===== src/rtl/hazard_unit_pkg.sv =====
`default_nettype none
// ============================================================================
// hazard_unit_pkg
// Shared CPU definitions: RV32I major opcodes, hazard FSM state encoding and
// register-use helpers for the decoder, forwarding and hazard logic.
// Revision: 1.0  initial release
// ============================================================================
package hazard_unit_pkg;

  // RV32I major opcodes (instruction bits 6:0)
  localparam logic [6:0] OPC_LUI    = 7'b0110111;
  localparam logic [6:0] OPC_AUIPC  = 7'b0010111;
  localparam logic [6:0] OPC_JAL    = 7'b1101111;
  localparam logic [6:0] OPC_JALR   = 7'b1100111;
  localparam logic [6:0] OPC_BRANCH = 7'b1100011;
  localparam logic [6:0] OPC_LOAD   = 7'b0000011;
  localparam logic [6:0] OPC_STORE  = 7'b0100011;
  localparam logic [6:0] OPC_OP_IMM = 7'b0010011;
  localparam logic [6:0] OPC_OP     = 7'b0110011;

  // Hazard controller states
  typedef enum logic [1:0] {
    ST_RUN      = 2'd0,
    ST_MEM_WAIT = 2'd1,
    ST_ERROR    = 2'd2
  } hz_state_t;

  // rs1 is read by everything except the upper-immediate and JAL forms
  function automatic logic uses_rs1(input logic [6:0] opcode);
    return !((opcode == OPC_LUI) || (opcode == OPC_AUIPC) || (opcode == OPC_JAL));
  endfunction

  // rs2 is read only by register-register ALU ops, stores and branches
  function automatic logic uses_rs2(input logic [6:0] opcode);
    return (opcode == OPC_OP) || (opcode == OPC_STORE) || (opcode == OPC_BRANCH);
  endfunction

endpackage
`default_nettype wire


===== src/rtl/hazard_unit_sat_counter.sv =====
`default_nettype none
// ============================================================================
// sat_counter
// Event counter that increments on inc and sticks at all-ones.
// Revision: 1.0  initial release
// ============================================================================
module sat_counter #(
  parameter int WIDTH = 16
) (
  input  logic             clk,
  input  logic             arst,
  input  logic             inc,
  output logic [WIDTH-1:0] count
);

  // Count events, holding at the maximum instead of wrapping
  always_ff @(posedge clk or posedge arst) begin
    if (arst) begin
      count <= '0;
    end else if (inc && (count != {WIDTH{1'b1}})) begin
      count <= count + 1'b1;
    end
  end

endmodule
`default_nettype wire


===== src/rtl/hazard_unit.sv =====
`default_nettype none
// ============================================================================
// hazard_unit
// Pipeline hazard controller: load-use bubbles, taken-branch flushes,
// data-memory wait freezing with timeout, and stall/flush event counters.
// Revision: 1.0  initial release
// ============================================================================
module hazard_unit
  import hazard_unit_pkg::*;
#(
  parameter int TIMEOUT_CYCLES = 255,
  parameter int CNT_W          = 16
) (
  input  logic             clk,
  input  logic             arst,
  input  logic [31:0]      instruction_ID,
  input  logic [31:0]      instruction_EX,
  input  logic             MemRead_EX,
  input  logic             branch_taken_EX,
  input  logic             dmem_req_MEM,
  input  logic             dmem_ready,
  output logic             pc_we,
  output logic             if_id_we,
  output logic             id_ex_we,
  output logic             ex_mem_we,
  output logic             mem_wb_we,
  output logic             flush_if_id,
  output logic             flush_id_ex,
  output logic             mem_timeout,
  output logic [CNT_W-1:0] stall_count,
  output logic [CNT_W-1:0] flush_count
);

  // Wide enough to hold TIMEOUT_CYCLES itself
  localparam int WAIT_W = $clog2(TIMEOUT_CYCLES + 1);
  localparam logic [WAIT_W-1:0] WAIT_LIMIT = WAIT_W'(TIMEOUT_CYCLES);

  hz_state_t         state;
  logic [WAIT_W-1:0] wait_cnt;
  logic [WAIT_W-1:0] wait_next;

  logic [6:0] opcode_id;
  logic [4:0] rs1_id;
  logic [4:0] rs2_id;
  logic [4:0] rd_ex;
  logic       load_use;
  logic       mem_stall;
  logic       stall_inc;
  logic       flush_inc;

  // Fields of the instruction words that hazard detection never looks at
  logic unused_fields;
  assign unused_fields = ^{instruction_ID[31:25], instruction_ID[14:7],
                           instruction_EX[31:12], instruction_EX[6:0]};

  assign opcode_id = instruction_ID[6:0];
  assign rs1_id    = instruction_ID[19:15];
  assign rs2_id    = instruction_ID[24:20];
  assign rd_ex     = instruction_EX[11:7];
  assign wait_next = wait_cnt + 1'b1;

  // Hazard conditions; x0 is never a real dependency
  always_comb begin
    load_use  = MemRead_EX && (rd_ex != 5'd0) &&
                ((uses_rs1(opcode_id) && (rs1_id == rd_ex)) ||
                 (uses_rs2(opcode_id) && (rs2_id == rd_ex)));
    mem_stall = dmem_req_MEM && !dmem_ready;
  end

  // Priority decode of pipeline controls: error > memory wait > branch > load-use
  always_comb begin
    pc_we       = 1'b1;
    if_id_we    = 1'b1;
    id_ex_we    = 1'b1;
    ex_mem_we   = 1'b1;
    mem_wb_we   = 1'b1;
    flush_if_id = 1'b0;
    flush_id_ex = 1'b0;
    stall_inc   = 1'b0;
    flush_inc   = 1'b0;
    if (arst) begin
      // Leave the pipeline free-running while reset is held
    end else if (state == ST_ERROR) begin
      pc_we     = 1'b0;
      if_id_we  = 1'b0;
      id_ex_we  = 1'b0;
      ex_mem_we = 1'b0;
      mem_wb_we = 1'b0;
    end else if (mem_stall) begin
      // Freeze the whole pipeline; a branch in EX is held and taken on release
      pc_we     = 1'b0;
      if_id_we  = 1'b0;
      id_ex_we  = 1'b0;
      ex_mem_we = 1'b0;
      mem_wb_we = 1'b0;
      stall_inc = 1'b1;
    end else if (branch_taken_EX) begin
      // The younger instructions are on the wrong path, so load-use is moot
      flush_if_id = 1'b1;
      flush_id_ex = 1'b1;
      flush_inc   = 1'b1;
    end else if (load_use) begin
      // One bubble: the load moves to MEM next cycle and forwarding takes over
      pc_we       = 1'b0;
      if_id_we    = 1'b0;
      flush_id_ex = 1'b1;
      stall_inc   = 1'b1;
    end
  end

  // Memory-wait FSM with timeout watchdog; ERROR is only left through reset
  always_ff @(posedge clk or posedge arst) begin
    if (arst) begin
      state       <= ST_RUN;
      wait_cnt    <= '0;
      mem_timeout <= 1'b0;
    end else begin
      case (state)
        ST_RUN: begin
          if (mem_stall) begin
            state    <= ST_MEM_WAIT;
            wait_cnt <= '0;
          end
        end
        ST_MEM_WAIT: begin
          if (dmem_ready) begin
            state <= ST_RUN;
          end else if (wait_next == WAIT_LIMIT) begin
            state       <= ST_ERROR;
            mem_timeout <= 1'b1;
          end else begin
            wait_cnt <= wait_next;
          end
        end
        ST_ERROR: begin
          mem_timeout <= 1'b1;
        end
        default: begin
          state <= ST_RUN;
        end
      endcase
    end
  end

  sat_counter #(
    .WIDTH (CNT_W)
  ) u_stall_cnt (
    .clk   (clk),
    .arst  (arst),
    .inc   (stall_inc),
    .count (stall_count)
  );

  sat_counter #(
    .WIDTH (CNT_W)
  ) u_flush_cnt (
    .clk   (clk),
    .arst  (arst),
    .inc   (flush_inc),
    .count (flush_count)
  );

endmodule
`default_nettype wire


===== config.mk =====
export PLATFORM = sky130hd
export DESIGN_NAME = hazard_unit
export DESIGN_NICKNAME = d
export VERILOG_FILES = /design/src/rtl/hazard_unit_pkg.sv /design/src/rtl/hazard_unit_sat_counter.sv /design/src/rtl/hazard_unit.sv
export SDC_FILE = /design/constraint.sdc
export NUM_CORES = 1
export LEC_CHECK = 0
export CAP_MARGIN = 20
export CORE_MARGIN = 3
export CORE_UTILIZATION = 46
export DETAILED_ROUTE_END_ITERATION = 12
export GPL_ROUTABILITY_DRIVEN = 0
export GPL_TIMING_DRIVEN = 0
export PLACE_DENSITY = 0.84
export REMOVE_ABC_BUFFERS = 1
export SYNTH_ARGS = -nofsm -noshare
export SYNTH_HDL_FRONTEND = slang
export SYNTH_HIERARCHICAL = 1
export SYNTH_SLANG_ARGS = --single-unit

===== constraint.sdc =====
create_clock -name clk -period 5.85 [get_ports clk]
set_input_delay 1.17 -clock clk [delete_from_list [all_inputs] [get_ports clk]]
set_output_delay 1.17 -clock clk [all_outputs]
set_load 0.05 [all_outputs]

==> summary.txt <==
Run status
  – Result of the run: completed

GRT
  – Combined global-route utilization of all metal layers: between 10% and 20%
  – Remaining Overflow, GRT: 0
  – Number of global-route vias before repair: roughly 2000
  – Antenna violations before repair: 0
  – Pin count of the biggest net entering global routing: 17
  – First-pass GRT wire length: about 9200 µm

Clock network
  – CTS Root Buffer Type: sky130_fd_sc_hd__clkbuf_8
  – Clock latency of the later-clocked register in the worst-skew pair: 0.30 ns
  – Post_cts resized: 0
  – TritonCTS clock tree: built
  – Number of buffers between clock root and the deepest sink: 2
  – Number of sinks on the clock net: 43
  – Clock transition at path regs: around 0.07 ns
  – Number of H-tree branching levels: 2
  – CTS Hold Bufs: 0
  – Post-CTS setup repair buffer count: 0
  – TritonCTS buffer count: 5

Synthesis
  – Warnings from Yosys: 6
  – Average footprint of a synthesized cell: between 10 and 15 µm²
  – Post-synth ARST share: 100%
  – Share of the synthesized area in the top cell type: a little over two fifths
  – Count of state elements after synthesis: 43
  – Most frequent cell after synthesis: sky130_fd_sc_hd__dfrtp_1
  – Synth Cell Area: roughly 0.0025 mm²
  – Most used flip-flop cell after synthesis: sky130_fd_sc_hd__dfrtp_1
  – Post-synth top area cell: sky130_fd_sc_hd__dfrtp_1
  – Synthesized netlist cell count: ~250
  – Sequential share of the synthesized area: 42.3%
  – Top post-synthesis cells by area: sky130_fd_sc_hd__dfrtp_1 (42%), sky130_fd_sc_hd__xnor2_1 (11%), sky130_fd_sc_hd__nand3_1 (3.9%), sky130_fd_sc_hd__nand2_1 (3.4%), sky130_fd_sc_hd__and3_1 (2.7%)
  – Top cells by instance count after synthesis: sky130_fd_sc_hd__dfrtp_1 (43), sky130_fd_sc_hd__xnor2_1 (31), sky130_fd_sc_hd__nand2_1 (23), sky130_fd_sc_hd__nand3_1 (20)
  – Number of distinct library cells after synthesis: between 50 and 60
  – Post-synth EDFFs: 0

Timing
  – Pins over their slew limit: 0
  – Clock skew after layout: between 0.01 and 0.015 ns
  – Timing-limited maximum frequency: about 210 MHz
  – Relative max-transition margin: between 50% and 60%
  – Final worst hold slack: 0.477 ns
  – Post-route clock period utilization: 80.7%
  – Setup repair after global routing missed its margin: false
  – Final Hold Violating Endpoints: 0
  – Worst Slack Setup Final: 1.13 ns
  – Final critical delay including setup and external delays: around 4.7 ns
  – Setup Total Neg Slack: 0 ns
  – Transition time at the pin with the least slew margin: a little over 0.6 ns
  – Finish-stage setup viols: 0

Power and ir drop
  – Internal power of the cells: between 500 and 600 µW
  – VDD IR-drop max: 286 µV
  – Leakage power of the design: about 1.5 nW
  – Net switching share of the total power: 37.6%
  – Psw: about 350 µW
  – Total Power Consumption: just over 900 µW
  – Sequential share of power: a little over two fifths
  – Cell area power density: roughly 270 mW/mm²
  – Share of total power in combinational logic: between 30% and 40%
  – Proportion of power drawn by the clock network: 25.1%

Routing
  – Detail Route Antenna Nets: 0
  – Post-detailed-route via-to-cell ratio: 5.46
  – Count of unresolved DRC violations after routing: 0
  – Detailed Route WL: 5440 µm
  – Final routed wire length divided by cell count: roughly 14 µm
  – Routed vias: 2130
  – DR iter-0 viols: 49
  – Detailed-router iteration count before antenna repair: 4

Worst setup path
  – Top fanout value on the critical path: 3
  – Buf/Inv on CP: 2
  – Worst endpoint data arrival time: roughly 3.6 ns
  – Family with the most delay on the worst path: buffers and inverters
  – Worst Path Class, Setup: input pin to primary output
  – Cell repeated most along the worst path: sky130_fd_sc_hd__clkdlybuf4s50_1
  – Sort of element at the start of the critical path: input pin
  – List of cells traversed by the critical path: clkdlybuf4s50_1 -> or4_1 -> o21ai_0 -> a211o_1 -> o21a_1 -> clkdlybuf4s50_1
  – CP peak stage delay: 0.81 ns
  – Element type at the critical path end: primary output
  – WP data required: 4.68 ns
  – Slowest cell on crit path: sky130_fd_sc_hd__clkdlybuf4s50_1

Die
  – FP Rows: 26
  – Die Y: a little over 80 µm
  – Horizontal die dimension: between 80 and 90 µm
  – Io pins: 110
  – Die Footprint: about 0.0065 mm²
  – Starting utilization of the core area: between 40% and 50%
  – Area inside the core boundary: about 0.0052 mm²

Place
  – Dpl cell area: between 0.003 and 0.004 mm²
  – Worst slack at placement: about 1.1 ns
  – Count of input and output buffers: 67
  – Post-Place Cells: about 380
  – Placed wire-length estimate after detailed placement: 4230 µm

Layout
  – Total inserted antenna cells: 0
  – Nets: around 390
  – Share of cells above drive strength 1: under 10%
  – Post-route core utilization: roughly 65%
  – Post-Layout Inst Area: approximately 0.0034 mm²
  – Layout overhead on the synthesized area: 33.1%
  – Non-filler instance count after layout: slightly below 400

Flow run
  – Number of max-capacitance violations reported: 0

Worst hold path
  – Hold crit path type: register to register
layout by cell type, fill, tap and decap left out, drive strengths merged, types with 3 or more instances in the layout:
| master | synthesis | layout |
|---|---|---|
| a21oi | 8 | 8 |
| a22o | 4 | 4 |
| and2 | 4 | 4 |
| and3 | 13 | 13 |
| and4 | 8 | 8 |
| clkbuf | 0 | 5 |
| clkdlybuf4s50 | 0 | 67 |
| dfrtp | 43 | 43 |
| ha | 4 | 4 |
| inv | 9 | 9 |
| mux2 | 5 | 5 |
| nand2 | 25 | 25 |
| nand2b | 5 | 5 |
| nand3 | 21 | 21 |
| nand4 | 15 | 15 |
| nor2 | 8 | 8 |
| nor3 | 3 | 3 |
| o21a | 3 | 3 |
| o21ai | 7 | 7 |
| xnor2 | 31 | 31 |
| xor2 | 3 | 3 |
power groups by stage:
stage | sequential (mW) | clock [mW] | combinational, mW
final | 0.386 | 0.232 | 0.308
after global routing | 0.395 | 0.251 | 0.331
after CTS | 0.387 | 0.241 | 0.310
after detailed placement | 0.391 | 0 | 0.310
after global placement | 0.391 | 0 | 0.305
after floorplan | 0.491 | 0 | 0.0936
final timing paths:
| check | from | to | slack [ns] | depth (start not counted) |
|---|---|---|---|---|
| setup / recovery | instruction_EX[8] | pc_we | 1.13 | 6 |
| hold / removal | mem_timeout$_DFFE_PP0P_ | mem_timeout$_DFFE_PP0P_ | 0.48 | 1 |
| setup reg to reg | state[0]$_DFFE_PP0P_ | u_stall_cnt/count[14]$_DFFE_PP0P_ | 3.41 | 7 |
| hold reg to reg | mem_timeout$_DFFE_PP0P_ | mem_timeout$_DFFE_PP0P_ | 0.48 | 1 |
| max in group asynchronous | arst | u_stall_cnt/count[1]$_DFFE_PP0P_ | 4.06 | 2 |
| min in group asynchronous | arst | wait_cnt[3]$_DFFE_PP0P_ | 1.33 | 2 |
state kept, by name (all words and copies together) (netlist names):
name,flops
state,2
u_flush_cnt/count,16
u_stall_cnt/count,16
wait_cnt,8
mem_timeout,1
worst reg2reg max path, cell delays in order, from the launching register on:
cell                       delay (ns)
sky130_fd_sc_hd__dfrtp_1         0.48
sky130_fd_sc_hd__nand2b_1        0.21
sky130_fd_sc_hd__and2_1          0.19
sky130_fd_sc_hd__a21boi_1        0.46
sky130_fd_sc_hd__and4_1          0.36
sky130_fd_sc_hd__nand3_1         0.14
sky130_fd_sc_hd__nor2_1          0.16
sky130_fd_sc_hd__mux2_2          0.35
kinds of logic after synthesis:
family	count (synthesis)	share of synthesized area, %
xor+xnor	34	11.7
compound gates	37	11.0
fa+ha+maj	4	1.97
buf+inv	13	2.41
simple gates	111	27.7
flops	43	42.3
mux	7	3.00
cell type report:
cell class,count,area [µm²]
clock buffers,5,68.8
clock inverters,3,43.8
fillers,433,1850
inverters,9,33.8
multi-input cells,193,1410
flip-flops and latches,43,1080
well taps,70,87.6
repair buffers,67,671
routing by layer:
layer | vias to the layer above | wire [µm] | share of wire [%] | track usage, %
li1 | 1049 | - | - | -
met4 | 0 | 59 | 1.1 | 4.56
met2 | 53 | 2680 | 49 | 29.6
met3 | 7 | 275 | 5.1 | 3.81
met1 | 1021 | 2430 | 45 | 23.8
met5 | - | 0 | 0 | 0
Note: power is estimated with default switching activity, not from simulation.
